**src/rtl/tx_pkg.sv**
```systemverilog
// Shared transmit-chain types: sample format, LFSR width, 4-PAM levels, FSM states.
package tx_pkg;

  localparam int unsigned LFSR_W   = 22;
  localparam int unsigned SAMPLE_W = 18;

  // Signed 1s17 sample
  typedef logic signed [SAMPLE_W-1:0] sample_t;

  // Default 4-PAM level magnitudes: +0.25 and +0.75 in 1s17
  localparam sample_t LEVEL_A_DEF  = 18'sh08000;
  localparam sample_t LEVEL_3A_DEF = 18'sh18000;

  typedef enum logic {
    IDLE = 1'b0,
    RUN  = 1'b1
  } state_t;

endpackage

```
**src/rtl/pam4_gray_map.sv**
```systemverilog
// Combinational Gray 2-bit symbol to signed 4-PAM level map (shared with the RX slicer model).
module pam4_gray_map
  import tx_pkg::*;
#(
  parameter logic signed [SAMPLE_W-1:0] LEVEL_A  = LEVEL_A_DEF,
  parameter logic signed [SAMPLE_W-1:0] LEVEL_3A = LEVEL_3A_DEF
) (
  input  logic [1:0]                 sym,
  output logic signed [SAMPLE_W-1:0] level_c
);

  // Gray order: 00,01,11,10 walks the levels from most negative to most positive
  always_comb begin
    level_c = '0;
    unique case (sym)
      2'b00:   level_c = SAMPLE_W'(-LEVEL_3A);
      2'b01:   level_c = SAMPLE_W'(-LEVEL_A);
      2'b11:   level_c = LEVEL_A;
      default: level_c = LEVEL_3A;
    endcase
  end

endmodule

```
**src/rtl/pam4_mapper_upsampler.sv**
```systemverilog
// Samples the LFSR once per symbol, Gray-maps to 4-PAM and emits an upsampled stream.
module pam4_mapper_upsampler
  import tx_pkg::*;
#(
  parameter int unsigned                 UP         = 4,
  parameter logic signed [SAMPLE_W-1:0]  LEVEL_A    = LEVEL_A_DEF,
  parameter logic signed [SAMPLE_W-1:0]  LEVEL_3A   = LEVEL_3A_DEF,
  parameter logic [LFSR_W-1:0]           SEQ_MARK   = 22'h3FFFFE,
  parameter bit                          ZERO_STUFF = 1'b1
) (
  input  logic                       clk,
  input  logic                       reset,
  input  logic                       enable,
  input  logic [LFSR_W-1:0]          lfsr_in,
  output logic signed [SAMPLE_W-1:0] y_out,
  output logic                       sym_strobe,
  output logic                       seq_start,
  output logic [LFSR_W-1:0]          sym_count,
  output logic                       running
);

  localparam int unsigned PHASE_W = (UP > 2) ? $clog2(UP) : 1;
  localparam logic [PHASE_W-1:0] PHASE_LAST = PHASE_W'(UP - 1);

  state_t                       state;
  logic [PHASE_W-1:0]           phase;
  logic signed [SAMPLE_W-1:0]   level_c;
  logic                         is_mark_c;
  logic                         sym_edge_c;

  pam4_gray_map #(
    .LEVEL_A  (LEVEL_A),
    .LEVEL_3A (LEVEL_3A)
  ) u_map (
    .sym     (lfsr_in[1:0]),
    .level_c (level_c)
  );

  // A symbol is taken on phase 0 of RUN and on the IDLE->RUN edge itself
  always_comb begin
    is_mark_c  = (lfsr_in == SEQ_MARK);
    sym_edge_c = (state == IDLE) || (phase == '0);
  end

  // FSM, phase counter, registered sample stream and symbol counter
  always_ff @(posedge clk) begin
    if (reset) begin
      state      <= IDLE;
      running    <= 1'b0;
      phase      <= '0;
      y_out      <= '0;
      sym_strobe <= 1'b0;
      seq_start  <= 1'b0;
      sym_count  <= '0;
    end else if (!enable) begin
      // Leaving or staying in IDLE abandons any partial symbol; count holds
      state      <= IDLE;
      running    <= 1'b0;
      phase      <= '0;
      y_out      <= '0;
      sym_strobe <= 1'b0;
      seq_start  <= 1'b0;
    end else begin
      state   <= RUN;
      running <= 1'b1;
      if (sym_edge_c) begin
        y_out      <= level_c;
        sym_strobe <= 1'b1;
        seq_start  <= is_mark_c;
        sym_count  <= is_mark_c ? '0 : sym_count + LFSR_W'(1);
        phase      <= PHASE_W'(1);
      end else begin
        sym_strobe <= 1'b0;
        seq_start  <= 1'b0;
        if (ZERO_STUFF) y_out <= '0;
        phase      <= (phase == PHASE_LAST) ? '0 : phase + PHASE_W'(1);
      end
    end
  end

endmodule
```
**config.mk**
```make
export PLATFORM = sky130hd
export DESIGN_NAME = pam4_mapper_upsampler
export DESIGN_NICKNAME = d
export VERILOG_FILES = /design/src/rtl/tx_pkg.sv /design/src/rtl/pam4_gray_map.sv /design/src/rtl/pam4_mapper_upsampler.sv
export SDC_FILE = /design/constraint.sdc
export NUM_CORES = 1
export LEC_CHECK = 0
export ABC_AREA = 1
export CORE_MARGIN = 2
export CORE_UTILIZATION = 40
export CTS_CLUSTER_SIZE = 40
export DETAILED_ROUTE_END_ITERATION = 12
export PLACE_DENSITY = 0.73
export RECOVER_POWER = 100
export SLEW_MARGIN = 10
export SYNTH_ARGS = -nofsm -noshare
export SYNTH_HDL_FRONTEND = slang
export SYNTH_HIERARCHICAL = 1
export SYNTH_SLANG_ARGS = --single-unit
```
**constraint.sdc**
```tcl
create_clock -name clk -period 1.4 [get_ports clk]
set_input_delay 0.14 -clock clk [delete_from_list [all_inputs] [get_ports clk]]
set_output_delay 0.14 -clock clk [all_outputs]
set_load 0.02 [all_outputs]
```
== Word level (Yosys, flattened, before mapping) ==
Index checks and enable logic that the tools add are counted.

* Add/sub/neg operators: 2
* Eq/ne operators: 4
* Mux-type cells: 6
* Bitwise operators: 3
* Reductions and logical operators: 7

{| class="wikitable"
|+ Operators by type and width
! operator !! count
|-
| case mux 18 bit (3 select lines) || 1
|-
| adder 22 x 1 -> 22 bit (second input constant) || 1
|-
| equality test 22 bit (second input constant) || 1
|-
| 2-to-1 mux 22 bit || 1
|-
| equality test 2 bit (second input constant) || 2
|-
| zero test 2 bit || 2
|-
| 2-to-1 mux 1 bit || 4
|-
| OR reduction 4 bit || 1
|-
| NOT 1 bit || 3
|-
| OR reduction 3 bit || 1
|-
| adder 2 x 1 -> 2 bit (second input constant) || 1
|-
| equality test 2 x 1 -> 1 bit (second input constant) || 1
|-
| AND reduction 2 bit || 1
|-
| OR reduction 2 bit || 1
|-
| logical OR 1 bit || 1
|}

* Bits in registers: 45
* Input port bits: 25
* Output and inout bits: 43
* Logic and storage cells: 29

== Logic depth before layout (Yosys ltp) ==
Gate-level depths: netlist of the first run.

* Depth in word-level cells: 4
* Gate-level depth with buffers: 12

== By module ==
Netlist of the first run, hierarchy kept.

{| class="wikitable"
|+ Modules (own cells, without submodules)
! module !! instances !! cells an instance !! area each (sq um) !! sequential area each (sq um)
|-
| pam4_mapper_upsampler || 1 || 280 || 2013.2 || 900.9
|-
| pam4_gray_map || 1 || 25 || 171.4 || 0.0
|}

== Worst setup path after synthesis of the first run ==
No wires, ideal clock.

* Path type: flip-flop to flip-flop
* From: reg sym_count[1]
* To: reg sym_count[12]
* Data arrival time: 1336 ps
* Path slack: -49 ps
* Cell stages (with the launch flop): 9
* Clock period less this slack: 1449 ps
* Cell sequence: dfxtp_1 ha_1 nand2_2 nor2_2 nand2_2 nor2_4 nand3_1 nor2_1 nor2_1

* Longest elaborated chain between the ends: 2

{| class="wikitable"
|+ Ends and longest elaborated chain
! element !! line !! text
|-
| start, declared || pam4_mapper_upsampler.sv:18 || <nowiki>output logic [LFSR_W-1:0] sym_count,</nowiki>
|-
| start signal, assigned || pam4_mapper_upsampler.sv:70 || <nowiki>sym_count <= is_mark_c ? '0 : sym_count + LFSR_W'(1);</nowiki>
|-
| adder 22 x 1 -> 22 bit || pam4_mapper_upsampler.sv:70 ||
|-
| 2-to-1 mux 22 bit || pam4_mapper_upsampler.sv:70 ||
|}

No other way between the ends.
A chain may end at the register's enable or synchronous reset.

== Worst setup path after layout of the first run ==
* From: reg phase[1]
* To: reg sym_count[0]

* Longest elaborated chain between the ends: 3

{| class="wikitable"
|+ Ends and longest elaborated chain
! element !! line !! text
|-
| start, declared || pam4_mapper_upsampler.sv:26 || <nowiki>logic [PHASE_W-1:0] phase;</nowiki>
|-
| start signal, assigned || pam4_mapper_upsampler.sv:76 || <nowiki>phase <= (phase == PHASE_LAST) ? '0 : phase + PHASE_W'(1);</nowiki>
|-
| zero test 2 bit || pam4_mapper_upsampler.sv:42 || <nowiki>sym_edge_c = (state == IDLE) || (phase == '0);</nowiki>
|-
| logical OR 1 bit || pam4_mapper_upsampler.sv:42 ||
|-
| AND reduction 2 bit (no line) || -- ||
|}

No other way between the ends.

==> results of run 1 <==
## logic make-up after synthesis
kind of cell | Yosys count | synth area share, %
AND/OR/NAND/NOR | 166 | 35.4
buffers and inverters | 67 | 14.7
flip-flops | 45 | 41.2
AO/OA/AOI/OAI | 17 | 4.24
adder cells (fa/ha/maj) | 5 | 2.86
XOR/XNOR | 3 | 1.20
other | 2 | 0.344
## worst paths after layout
kind                         startpoint                    endpoint  slack [ns]  depth (start not counted)
max                 phase[1]$_SDFF_PP0_   sym_count[0]$_SDFFE_PP0P_       0.008                         10
min                               reset        seq_start$_SDFF_PP0_        0.49                          2
max reg2reg         phase[1]$_SDFF_PP0_   sym_count[0]$_SDFFE_PP0P_       0.008                         10
min reg2reg  sym_count[21]$_SDFFE_PP0P_  sym_count[21]$_SDFFE_PP0P_        0.53                          2
## state kept, by name (all words and copies together), names as in the netlist
name	cells
sym_strobe	1
sym_count	22
y_out	18
state	1
seq_start	1
phase	2
## cell usage after synthesis, types with 2 or more instances
library cell | count | area share (%)
nor2_1 | 59 | 10
nand2_1 | 55 | 9.5
inv_1 | 46 | 7.9
dfxtp_1 | 45 | 41
buf_4 | 16 | 5.5
nand3_1 | 13 | 3.0
a21oi_1 | 11 | 2.5
nand2_2 | 9 | 2.6
nor2_2 | 8 | 2.3
nor3_1 | 7 | 1.6
ha_1 | 5 | 2.9
nand4_1 | 5 | 1.4
nor2_4 | 3 | 1.5
buf_2 | 2 | 0.46
conb_1 | 2 | 0.34
inv_2 | 2 | 0.34
nand2_4 | 2 | 1.0
xnor2_1 | 2 | 0.80
## repair_timing
item                       CTS  global route
gates cloned                 1             1
buffers inserted             1             3
resized for setup           33            36
pin swaps                    0            11
setup endpoints to repair   45            33
## power by group
group | switching [mW] | total, mW | internal [mW] | leakage (nW)
clock network | 0.471 | 1.01 | 0.534 | 0.0543
registers | 0.0172 | 1.33 | 1.31 | 0.369
logic | 0.181 | 0.349 | 0.168 | 1.00
## placed cells by master (no fill, tap or decap), types with 2 or more instances in the layout
| master | netlist | final |
|---|---|---|
| conb_1 | 2 | 16 |
| nor2_4 | 3 | 4 |
| a21oi_1 | 11 | 11 |
| nand4_1 | 5 | 5 |
| nor3_2 | 0 | 2 |
| nand3_2 | 1 | 3 |
| buf_4 | 16 | 18 |
| inv_4 | 0 | 2 |
| dlygate4sd2_1 | 0 | 23 |
| nand2_1 | 55 | 53 |
| nand2_2 | 9 | 10 |
| clkbuf_8 | 0 | 5 |
| inv_2 | 2 | 2 |
| ha_1 | 5 | 3 |
| clkdlybuf4s50_1 | 0 | 35 |
| nand2_8 | 0 | 2 |
| clkbuf_1 | 0 | 9 |
| nand3_1 | 13 | 10 |
| clkinvlp_4 | 0 | 2 |
| dfxtp_2 | 0 | 6 |
| ha_4 | 0 | 2 |
| nor3_1 | 7 | 4 |
| nor2_1 | 59 | 56 |
| nor2_2 | 8 | 10 |
| inv_1 | 46 | 43 |
| dfxtp_1 | 45 | 39 |
| nand2_4 | 2 | 2 |
## final cells by class
type	instances	area, um2
fillers	495	2020
multi-input cells	208	1150
flip-flops and latches	45	908
repair buffers	86	732
inverters	48	194
well taps	70	87.6
clock buffers	5	68.8
clock inverters	3	46.3
repair inverters	1	6.26
## layer usage
layer  vias up  GRT usage (%)
li1       1072              -
met1       917           20.5
met2        56           30.8
met3        11           3.37
met4         0           7.19
met5         -              0
## per-stage QoR
stage | util [%] | power (mW) | TNS (ns) | cell area [um2]
after CTS | 59.8 | 2.69 | 0 | 3110
after detailed placement | 57.0 | 1.68 | -1.59 | 2970
after global placement | 57.0 | 1.68 | -1.24 | 2970
final | 61.3 | 2.69 | 0 | 3190
after floorplan | - | 1.53 | 0 | 2240
after global routing | 61.3 | 2.81 | -1.18 | 3190
==> out/qor.log, run 1 <==
INFO  status         run_status=completed
INFO  synth          fraction_of_the_yosys_area_taken_by_sequential_cells=41.2%
INFO  setup_path     worstPathMaxFanout=7
INFO  clock_tree     clock_sink_count=45
INFO  power_and_ir_drop power.leakage=1.43nW
INFO  sta            achievable_frequency=0.718GHz
INFO  finish         final_cells=466
INFO  routing        via_count=2056
INFO  routing        routedLengthMet1=2190um
INFO  setup_path     cp.required=1.60ns
INFO  clock_tree     clock_tree.htree_level_count=2
INFO  routing        drt_first_iter_violations=77
INFO  synth          ys_ff_latch=45
INFO  routing        route.detailed.drc=0
INFO  floorplanning  dieWidth=77.9um
INFO  floorplanning  io-pin-count=68
INFO  synth          synthCells=305
INFO  synth          netlist_area=2180um2
INFO  sta            slew_violations=0
INFO  clock_tree     cts-hold-fix-buffers=0
INFO  clock_tree     cts_tree=yes
INFO  routing        first_pass_iters=4
INFO  finish         antennaDiodeCount=0
INFO  worst_hold_path worst_hold_path_type=in -> reg
INFO  routing        maxUsedRoutingLayer=met4
INFO  global_route   via_count_of_the_first_global_routing_pass=1945
INFO  finish         design.final.nets=425
INFO  routing        totalWireLength=5100um
INFO  setup_path     timing_worst_setup_path_type=reg -> reg
INFO  power_and_ir_drop power_per_cell_area=842nW/um2
INFO  sta            setup_repair_after_global_routing_missed_its_margin=true
INFO  floorplanning  die-area=6070um2
INFO  global_route   grt_antenna_before_repair=0
INFO  placed_design  dp.final_hpwl=3620um
INFO  setup_path     critical-path-top-cell-by-count=nand2_8
INFO  routing        vias_cell=4.41
INFO  synth          synth-edff-count=0
INFO  sta            minimum_setup_slack_in_the_final_design=0.00789ns
INFO  routing        routed-wl-met3=292um
INFO  synth          synth_warnings=6
INFO  routing        drt.antenna.violating_nets=0
INFO  placed_design  port_buffers=67
INFO  floorplanning  die_y=77.9um
INFO  clock_tree     tritoncts.num_buffers=5
INFO  placed_design  finalWeightedCongestion=0.843
INFO  routing        drt-wirelength-per-cell=11.0um
INFO  setup_path     crit_path_cell_trace=inv_2 > ha_4 > inv_4 > nand2_8 > nand2_8 > nor2_2 > nand2_2 > nand2_4 > buf_6 > a21oi_1
INFO  synth          synthesis.area_per_instance=7.16um2
INFO  setup_path     critical-path-top-delay-family=simple AND/OR/NAND/NOR gates
INFO  setup_path     cpMaxStageDelayCell=dfxtp_2
INFO  finish         syn_to_final_growth=46.0%
INFO  sta            fin_skew=0.00817ns
INFO  synth          count_of_unique_library_cells_instantiated_by_yosys=31
INFO  sta            final_hold_violation_count=0
INFO  setup_path     setup.worst_path.start_class=register
INFO  floorplanning  start_util=42.0%
INFO  setup_path     worst_setup_path_end_kind=register
INFO  global_route   grt_start_max_net_pins=16
INFO  synth          predominant_post_synthesis_flop_cell=dfxtp_1
INFO  global_route   grt_util_all_layers=17.4%
INFO  clock_tree     clk_latency=0.31ns
INFO  floorplanning  floorplan.rows=26
INFO  floorplanning  placeableCoreArea=5200um2
INFO  global_route   overflow=0
INFO  sta            layout_worst_path_cycle_share=99.4%
INFO  sta            setup-violations-final=0
INFO  placed_design  place_inst=452
INFO  clock_tree     path_clk_slew=0.09ns
INFO  global_route   wire_length_of_the_first_global_routing_pass=8520um
INFO  placed_design  worst_slack_after_detailed_placement=-0.109ns
INFO  clock_tree     cts_max_path_buffers=2
INFO  power_and_ir_drop vdd_drop_max=0.000729V
INFO  setup_path     cpPeakStageDelay=0.34ns
INFO  sta            min_hold_slack=0.494ns
INFO  clock_tree     cts.root.buffer_cell=clkbuf_8
INFO  synth          synth_async_sr_flop_share=0%
INFO  routing        routed-wl-met2=2510um
INFO  sta            final_period_minus_worst_setup_slack=1.39ns
INFO  finish         post_route_cells_drive_above_1_share=19.9%
INFO  setup_path     timing.critical_path.arrival=1.59ns
INFO  setup_path     cp_num_buf_inv=3
INFO  job            drv.max_cap_violation_count=0
(Power assumes the default switching activity.)
==> inputs of run 2 (changes only) <==
--- a/config.mk
+++ b/config.mk
@@ -5,12 +5,11 @@
 export SDC_FILE = /design/constraint.sdc
 export NUM_CORES = 1
 export LEC_CHECK = 0
-export ABC_AREA = 1
 export CORE_MARGIN = 2
-export CORE_UTILIZATION = 40
+export CORE_UTILIZATION = 41
 export CTS_CLUSTER_SIZE = 40
 export DETAILED_ROUTE_END_ITERATION = 12
-export PLACE_DENSITY = 0.73
+export PLACE_DENSITY = 0.77
 export RECOVER_POWER = 100
 export SLEW_MARGIN = 10
 export SYNTH_ARGS = -nofsm -noshare
==> out/qor.log, run 2 <==
INFO  status         run_status=finished with violations
INFO  status         violations=setup timing
INFO  setup_path     setup.worst_path.start_class=register
INFO  setup_path     worstPathMaxFanout=7 [unchanged]
INFO  finish         final_cells=382 [-18%]
INFO  routing        via_count=1909 [-7.1%]
INFO  sta            fin_tns_setup=-3.15ns [-3.15 ns]
INFO  placed_design  place_inst=359 [-21%]
INFO  synth          synth-edff-count=0 [unchanged]
INFO  floorplanning  floorplan.rows=25 [-3.8%]
INFO  floorplanning  start_util=42.1% [+0.12 points]
INFO  global_route   grt_util_all_layers=19.1% [+1.7 points]
INFO  finish         antennaDiodeCount=0 [unchanged]
INFO  routing        route.detailed.drc=0 [unchanged]
INFO  floorplanning  dieWidth=73.2um [-6.1%]
INFO  floorplanning  die_y=73.2um [-6.1%]
INFO  finish         post_route_cells_drive_above_1_share=37.8% [+18 points]
INFO  finish         largest_register=sym_count
INFO  global_route   grt_start_max_net_pins=23 [+7]
INFO  finish         syn_to_final_growth=69.3%
INFO  synth          synth.cells.most_frequent=dfxtp_1, and2_1, a21oi_1, buf_4
INFO  synth          most_frequently_used_cell_type_in_the_post_synthesis_netlist=dfxtp_1
INFO  sta            minimum_setup_slack_in_the_final_design=-0.199ns [-0.207 ns]
INFO  sta            min_hold_slack=0.498ns [+0.00374 ns]
INFO  routing        drt.antenna.violating_nets=0 [unchanged]
INFO  worst_hold_path worst_hold_path_type=reg -> reg
INFO  placed_design  place_area=3070um2 [+3.3%]
INFO  finish         mostFrequentLayoutCells=buf_4, clkdlybuf4s50_1, dfxtp_1, dlygate4sd2_1, and2_1
INFO  placed_design  worst_slack_after_detailed_placement=-0.357ns [-0.249 ns]
INFO  routing        drt-wirelength-per-cell=13.6um [+24%]
INFO  clock_tree     path_clk_slew=0.08ns [about the same]
INFO  synth          yosysTopAreaCell=dfxtp_1
INFO  setup_path     timing.critical_path.arrival=1.85ns [+0.26 ns]
INFO  synth          synth_async_sr_flop_share=0% [unchanged]
INFO  routing        first_pass_iters=4 [unchanged]
INFO  sta            final_hold_violation_count=0 [unchanged]
INFO  power_and_ir_drop power_per_cell_area=804nW/um2 [-4.5%]
INFO  synth          fraction_of_the_yosys_area_taken_by_sequential_cells=45.9% [+4.7 points]
INFO  power_and_ir_drop fin_total_pwr=2.67mW [-0.57%]
INFO  setup_path     timing_worst_setup_path_type=reg -> reg
INFO  routing        vias_cell=5.00 [+13%]
INFO  finish         fill_cells=354 [-28%]
INFO  floorplanning  die-area=5350um2 [-12%]
INFO  floorplanning  placeableCoreArea=4660um2 [-10%]
INFO  sta            slew_violations=0 [unchanged]
INFO  clock_tree     clock_sink_count=45 [unchanged]
INFO  finish         utilization=71.2% [+10 points]
INFO  routing        totalWireLength=5200um [+1.8%]
INFO  placed_design  dp.final_hpwl=3500um [-3.4%]
INFO  global_route   grt_antenna_before_repair=0 [unchanged]
INFO  global_route   wire_length_of_the_first_global_routing_pass=7970um [-6.5%]
INFO  synth          predominant_post_synthesis_flop_cell=dfxtp_1
INFO  sta            layout_worst_path_cycle_share=114% [+15 points]
INFO  floorplanning  io-pin-count=68 [unchanged]
INFO  synth          ys_ff_latch=45 [unchanged]
INFO  routing        drt_first_iter_violations=51 [-34%]
INFO  placed_design  port_buffers=67 [unchanged]
INFO  sta            final_period_minus_worst_setup_slack=1.60ns [+0.207 ns]
INFO  synth          synth.top_cell.area_share=45.9% [+4.7 points]
INFO  placed_design  finalWeightedCongestion=0.767 [-9.1%]
INFO  sta            fin_skew=0.00439ns [-0.00378 ns]
INFO  synth          count_of_unique_library_cells_instantiated_by_yosys=36 [+16%]
INFO  synth          synth_warnings=6 [unchanged]
INFO  sta            setup-violations-final=23 [+23]
INFO  sta            setup_repair_after_global_routing_missed_its_margin=true
INFO  finish         reg_top3=sym_count x22, y_out x18, phase x2
INFO  global_route   overflow=0 [unchanged]
INFO  setup_path     worst_setup_path_end_kind=register
INFO  setup_path     cp.required=1.65ns [+0.05 ns]
INFO  synth          synth.top_cells.by_area=dfxtp_1, and2_1, buf_4
INFO  clock_tree     tritoncts.num_buffers=5 [unchanged]
INFO  global_route   via_count_of_the_first_global_routing_pass=1846 [-5.1%]
INFO  clock_tree     cts.root.buffer_cell=clkbuf_8
INFO  power_and_ir_drop vdd_drop_max=0.000589V [-19%]
INFO  job            drv.max_cap_violation_count=0 [unchanged]
INFO  finish         mostFrequentLayoutCell=buf_4
INFO  synth          netlist_area=1960um2 [-10%]
INFO  finish         finish.instance_area=3320um2 [+4.1%]
INFO  power_and_ir_drop power.leakage=1.40nW [-1.8%]
INFO  sta            achievable_frequency=0.625GHz [-13%]
INFO  finish         design.final.nets=357 [-16%]
INFO  synth          synthesis.area_per_instance=9.48um2 [+32%]
INFO  synth          synthCells=207 [-32%]
INFO  clock_tree     clk_latency=0.30ns [about the same]
INFO  finish         max_ffs_per_register=22 [unchanged]
INFO  clock_tree     cts_tree=yes
INFO  clock_tree     cts-hold-fix-buffers=0 [unchanged]
INFO  clock_tree     cts_max_path_buffers=2 [unchanged]
INFO  clock_tree     clock_tree.htree_level_count=2 [unchanged]
run 2: kinds of logic (layout without fill, tap and decap cells):
kind of cell / Yosys count / count (layout) / share of synthesized area, %
AND/OR/NAND/NOR: 82 / 83 / 26.9
flip-flops: 45 / 45 / 45.9
AO/OA/AOI/OAI: 34 / 34 / 10.7
buffers and inverters: 33 / 139 / 10.2
adder cells (fa/ha/maj): 5 / 5 / 3.19
XOR/XNOR: 5 / 5 / 2.23
other: 2 / 16 / 0.383
multiplexers: 1 / 1 / 0.510
run 2: final timing paths:
| check | depth (start not counted) | from | to | slack [ns] |
|---|---|---|---|---|
| worst max register to register | 7 | phase[0]$_SDFF_PP0_ | sym_count[18]$_SDFFE_PP0P_ | -0.20 |
| worst min-delay path | 2 | sym_count[21]$_SDFFE_PP0P_ | sym_count[21]$_SDFFE_PP0P_ | 0.50 |
| worst max-delay path | 7 | phase[0]$_SDFF_PP0_ | sym_count[18]$_SDFFE_PP0P_ | -0.20 |
| worst min register to register | 2 | sym_count[21]$_SDFFE_PP0P_ | sym_count[21]$_SDFFE_PP0P_ | 0.50 |
run 2: timing repair:
| item | in CTS | in global routing |
|---|---|---|
| cloned | 0 | 1 |
| gates resized for setup | 31 | 27 |
| setup buffers | 6 | 8 |
| setup endpoints to repair | 45 | 36 |
| pin swaps | 6 | 8 |
run 2: power breakdown:
part	internal [mW]	switching, mW	leakage (nW)
Sequential	1.31	0.0206	0.373
Combinational	0.171	0.134	0.971
Clock	0.580	0.450	0.0574
run 2: final cells by class:
class / count / area (um2) / share of cell area, %
multi-input cells: 144 / 1140 / 34.4
repair buffers: 124 / 1040 / 31.3
flip-flops and latches: 45 / 923 / 27.8
clock buffers: 6 / 82.6 / 2.49
well taps: 54 / 67.6 / 2.03
clock inverters: 2 / 37.5 / 1.13
inverters: 7 / 26.3 / 0.791
run 2: layer usage:
metal | vias to the layer above | part of all wire, % | wire length, um | GRT usage (%)
met5 | - | 0 | 0 | 0
met4 | 0 | 1.3 | 70 | 5.56
met3 | 8 | 7.0 | 363 | 7.60
met2 | 57 | 53 | 2760 | 34.5
met1 | 897 | 39 | 2010 | 20.3
li1 | 947 | - | - | -
run 2: critical path, stage by stage (launching register included):
cell and delay [ns]:
dfxtp_2 0.34, inv_2 0.07, ha_4 0.11, nand2b_4 0.19, nand3_4 0.14, buf_4 0.16
or4_4 0.41, a21oi_2 0.12
==> inputs of run 3 (changes only) <==
--- a/config.mk
+++ b/config.mk
@@ -16,3 +16,4 @@
 export SYNTH_HDL_FRONTEND = slang
 export SYNTH_HIERARCHICAL = 1
 export SYNTH_SLANG_ARGS = --single-unit
+export TNS_END_PERCENT = 1
==> out/qor.log, run 3 (synthesis results as in run 2) <==
INFO  job            drv.max_cap_violation_count=0 [unchanged]
INFO  routing        route.detailed.drc=0 [unchanged]
INFO  routing        totalWireLength=4680um [-9.9%]
INFO  floorplanning  die-area=5350um2 [unchanged]
INFO  floorplanning  io-pin-count=68 [unchanged]
INFO  placed_design  port_buffers=67 [unchanged]
INFO  setup_path     setup.worst_path.start_class=register
INFO  clock_tree     tritoncts.num_buffers=5 [unchanged]
INFO  sta            slew_violations=0 [unchanged]
INFO  routing        vias_cell=4.92 [-1.5%]
INFO  clock_tree     cts.root.buffer_cell=clkbuf_8
INFO  finish         syn_to_final_growth=62.4%
INFO  clock_tree     clock_sink_count=45 [unchanged]
INFO  placed_design  dp.final_hpwl=3490um [-0.29%]
INFO  power_and_ir_drop vdd_drop_max=0.000719V [+22%]
INFO  finish         post_route_cells_drive_above_1_share=33.1% [-4.7 points]
INFO  global_route   grt_antenna_before_repair=0 [unchanged]
INFO  placed_design  finalWeightedCongestion=0.774 [+0.91%]
INFO  setup_path     crit_path_cell_trace=inv_2 > ha_4 > nand2b_4 > nand3_4 > buf_6 > or4_4 > a21oi_2
INFO  sta            setup_repair_after_global_routing_missed_its_margin=true
INFO  finish         mostFrequentLayoutCell=buf_4
INFO  status         run_status=finished with violations
INFO  floorplanning  start_util=42.1% [unchanged]
INFO  setup_path     timing_worst_setup_path_type=reg -> reg
INFO  clock_tree     clock_tree.htree_level_count=2 [unchanged]
INFO  power_and_ir_drop power.leakage=1.34nW [-4.5%]
INFO  setup_path     cpMaxStageDelayCell=or4_4
INFO  finish         design.final.nets=349 [-2.2%]
INFO  sta            fin_skew=0.0102ns [+0.00586 ns]
INFO  global_route   via_count_of_the_first_global_routing_pass=1742 [-5.6%]
INFO  finish         reg_top3=sym_count x22, y_out x18, phase x2
INFO  placed_design  place_area=3080um2 [+0.29%]
INFO  routing        drt_first_iter_violations=61 [+20%]
INFO  worst_hold_path worst_hold_path_type=reg -> reg
INFO  power_and_ir_drop fin_total_pwr=2.63mW [-1.4%]
INFO  setup_path     cpPeakStageDelay=0.41ns [about the same]
INFO  sta            minimum_setup_slack_in_the_final_design=-0.170ns [+0.0293 ns]
INFO  setup_path     worstPathMaxFanout=8 [+1]
INFO  global_route   grt_start_max_net_pins=23 [unchanged]
INFO  clock_tree     path_clk_slew=0.09ns [about the same]
INFO  sta            layout_worst_path_cycle_share=112% [-2.1 points]
INFO  global_route   grt_util_all_layers=18.6% [-0.45 points]
INFO  finish         layout.area.seq=920um2 [-0.41%]
INFO  routing        first_pass_iters=4 [unchanged]
INFO  sta            setup-violations-final=23 [unchanged]
INFO  finish         max_ffs_per_register=22 [unchanged]
INFO  floorplanning  floorplan.rows=25 [unchanged]
INFO  clock_tree     cts_tree=yes
INFO  sta            achievable_frequency=0.637GHz [+1.9%]
INFO  setup_path     worst_setup_path_end_kind=register
INFO  finish         fill_cells=388 [+9.6%]
INFO  finish         multi_input_area=1100um2 [-3.5%]
INFO  finish         antennaDiodeCount=0 [unchanged]
INFO  sta            final_hold_violation_count=0 [unchanged]
INFO  placed_design  place_inst=361 [+0.56%]
INFO  power_and_ir_drop power_per_cell_area=827nW/um2 [+2.8%]
INFO  global_route   wire_length_of_the_first_global_routing_pass=7700um [-3.4%]
INFO  setup_path     cp.required=1.63ns [-0.02 ns]
INFO  setup_path     timing.critical_path.arrival=1.80ns [-0.05 ns]
INFO  routing        via_count=1841 [-3.6%]
INFO  finish         largest_register=sym_count
INFO  status         violations=setup timing
INFO  clock_tree     cts_max_path_buffers=2 [unchanged]
INFO  clock_tree     clk_latency=0.30ns [about the same]
INFO  floorplanning  die_y=73.2um [unchanged]
INFO  finish         mostFrequentLayoutCells=buf_4, clkdlybuf4s50_1, dfxtp_1, dlygate4sd2_1, and2_1
INFO  floorplanning  placeableCoreArea=4660um2 [unchanged]
INFO  global_route   overflow=0 [unchanged]
INFO  finish         finish.instance_area=3190um2 [-4.1%]
INFO  floorplanning  dieWidth=73.2um [unchanged]
INFO  routing        drt.antenna.violating_nets=0 [unchanged]
INFO  sta            final_period_minus_worst_setup_slack=1.57ns [-0.0293 ns]
INFO  routing        drt-wirelength-per-cell=12.5um [-7.9%]
INFO  finish         final_cells=374 [-2.1%]
[run 3: changes by cell type in the layout (fill, tap and decap cells not counted), sizes merged]
cell           before  now
buf                55   40
clkbuf             18   23
clkdlybuf4s50      34   35
clkinv              0    1
clkinvlp            1    0
inv                 7    8
[run 3: metal layers]
layer	track usage, %	vias to the layer above	part of all wire (%)
met5	0	-	0
met4	5.56	0	1.2
met3	8.15	5	9.4
met2	31.6	66	50
met1	21.1	841	39
li1	-	929	-
[run 3: power by group]
group / total [mW] / switching (mW) / internal [mW]
combinational: 0.316 / 0.137 / 0.179
sequential: 1.33 / 0.0187 / 1.31
clock: 0.984 / 0.449 / 0.535
total: 2.63 / 0.605 / 2.03
[run 3: critical path: cells and delay by family, from the launching register on]
kind / cells / cell delay, ns
buf+inv: 2 / 0.22
flops: 1 / 0.33
fa+ha+maj: 1 / 0.12
compound gates: 1 / 0.11
simple gates: 3 / 0.72
[run 3: cell type report]
type / count / share of cell area, %
Inverter: 7 / 0.825
Sequential cell: 45 / 28.9
Tap cell: 54 / 2.12
Multi-Input combinational cell: 144 / 34.6
Clock buffer: 5 / 2.16
Clock inverter: 3 / 1.37
Timing Repair Buffer: 116 / 30.0
[run 3: stage by stage]
step                util, %  TNS [ns]  worst slack [ns]  hold WS (ns)
global placement       66.0     -6.46            -0.292         0.478
CTS                    69.4     -2.96            -0.197         0.495
floorplan                 -     -4.33            -0.185         0.212
detailed placement     66.0     -7.44            -0.344         0.481
global route           68.3     -4.67            -0.242         0.510
finish                 68.3     -2.70            -0.170         0.494
[run 3: final timing paths]
check	to	depth (start not counted)	slack, ns	from
setup reg to reg	sym_count[18]$_SDFFE_PP0P_	7	-0.17	phase[1]$_SDFF_PP0_
hold reg to reg	sym_count[21]$_SDFFE_PP0P_	2	0.49	sym_count[21]$_SDFFE_PP0P_
hold / removal	sym_count[21]$_SDFFE_PP0P_	2	0.49	sym_count[21]$_SDFFE_PP0P_
setup / recovery	sym_count[18]$_SDFFE_PP0P_	7	-0.17	phase[1]$_SDFF_PP0_
[run 3: what timing repair did]
item | CTS | global route
pin swaps | 5 | 6
setup endpoints to repair | 50 | 34
hold endpoints to repair | 0 | 0
cloned | 1 | 0
gates resized for setup | 33 | 15
buffers inserted | 3 | 1
hold buffers | 0 | 0
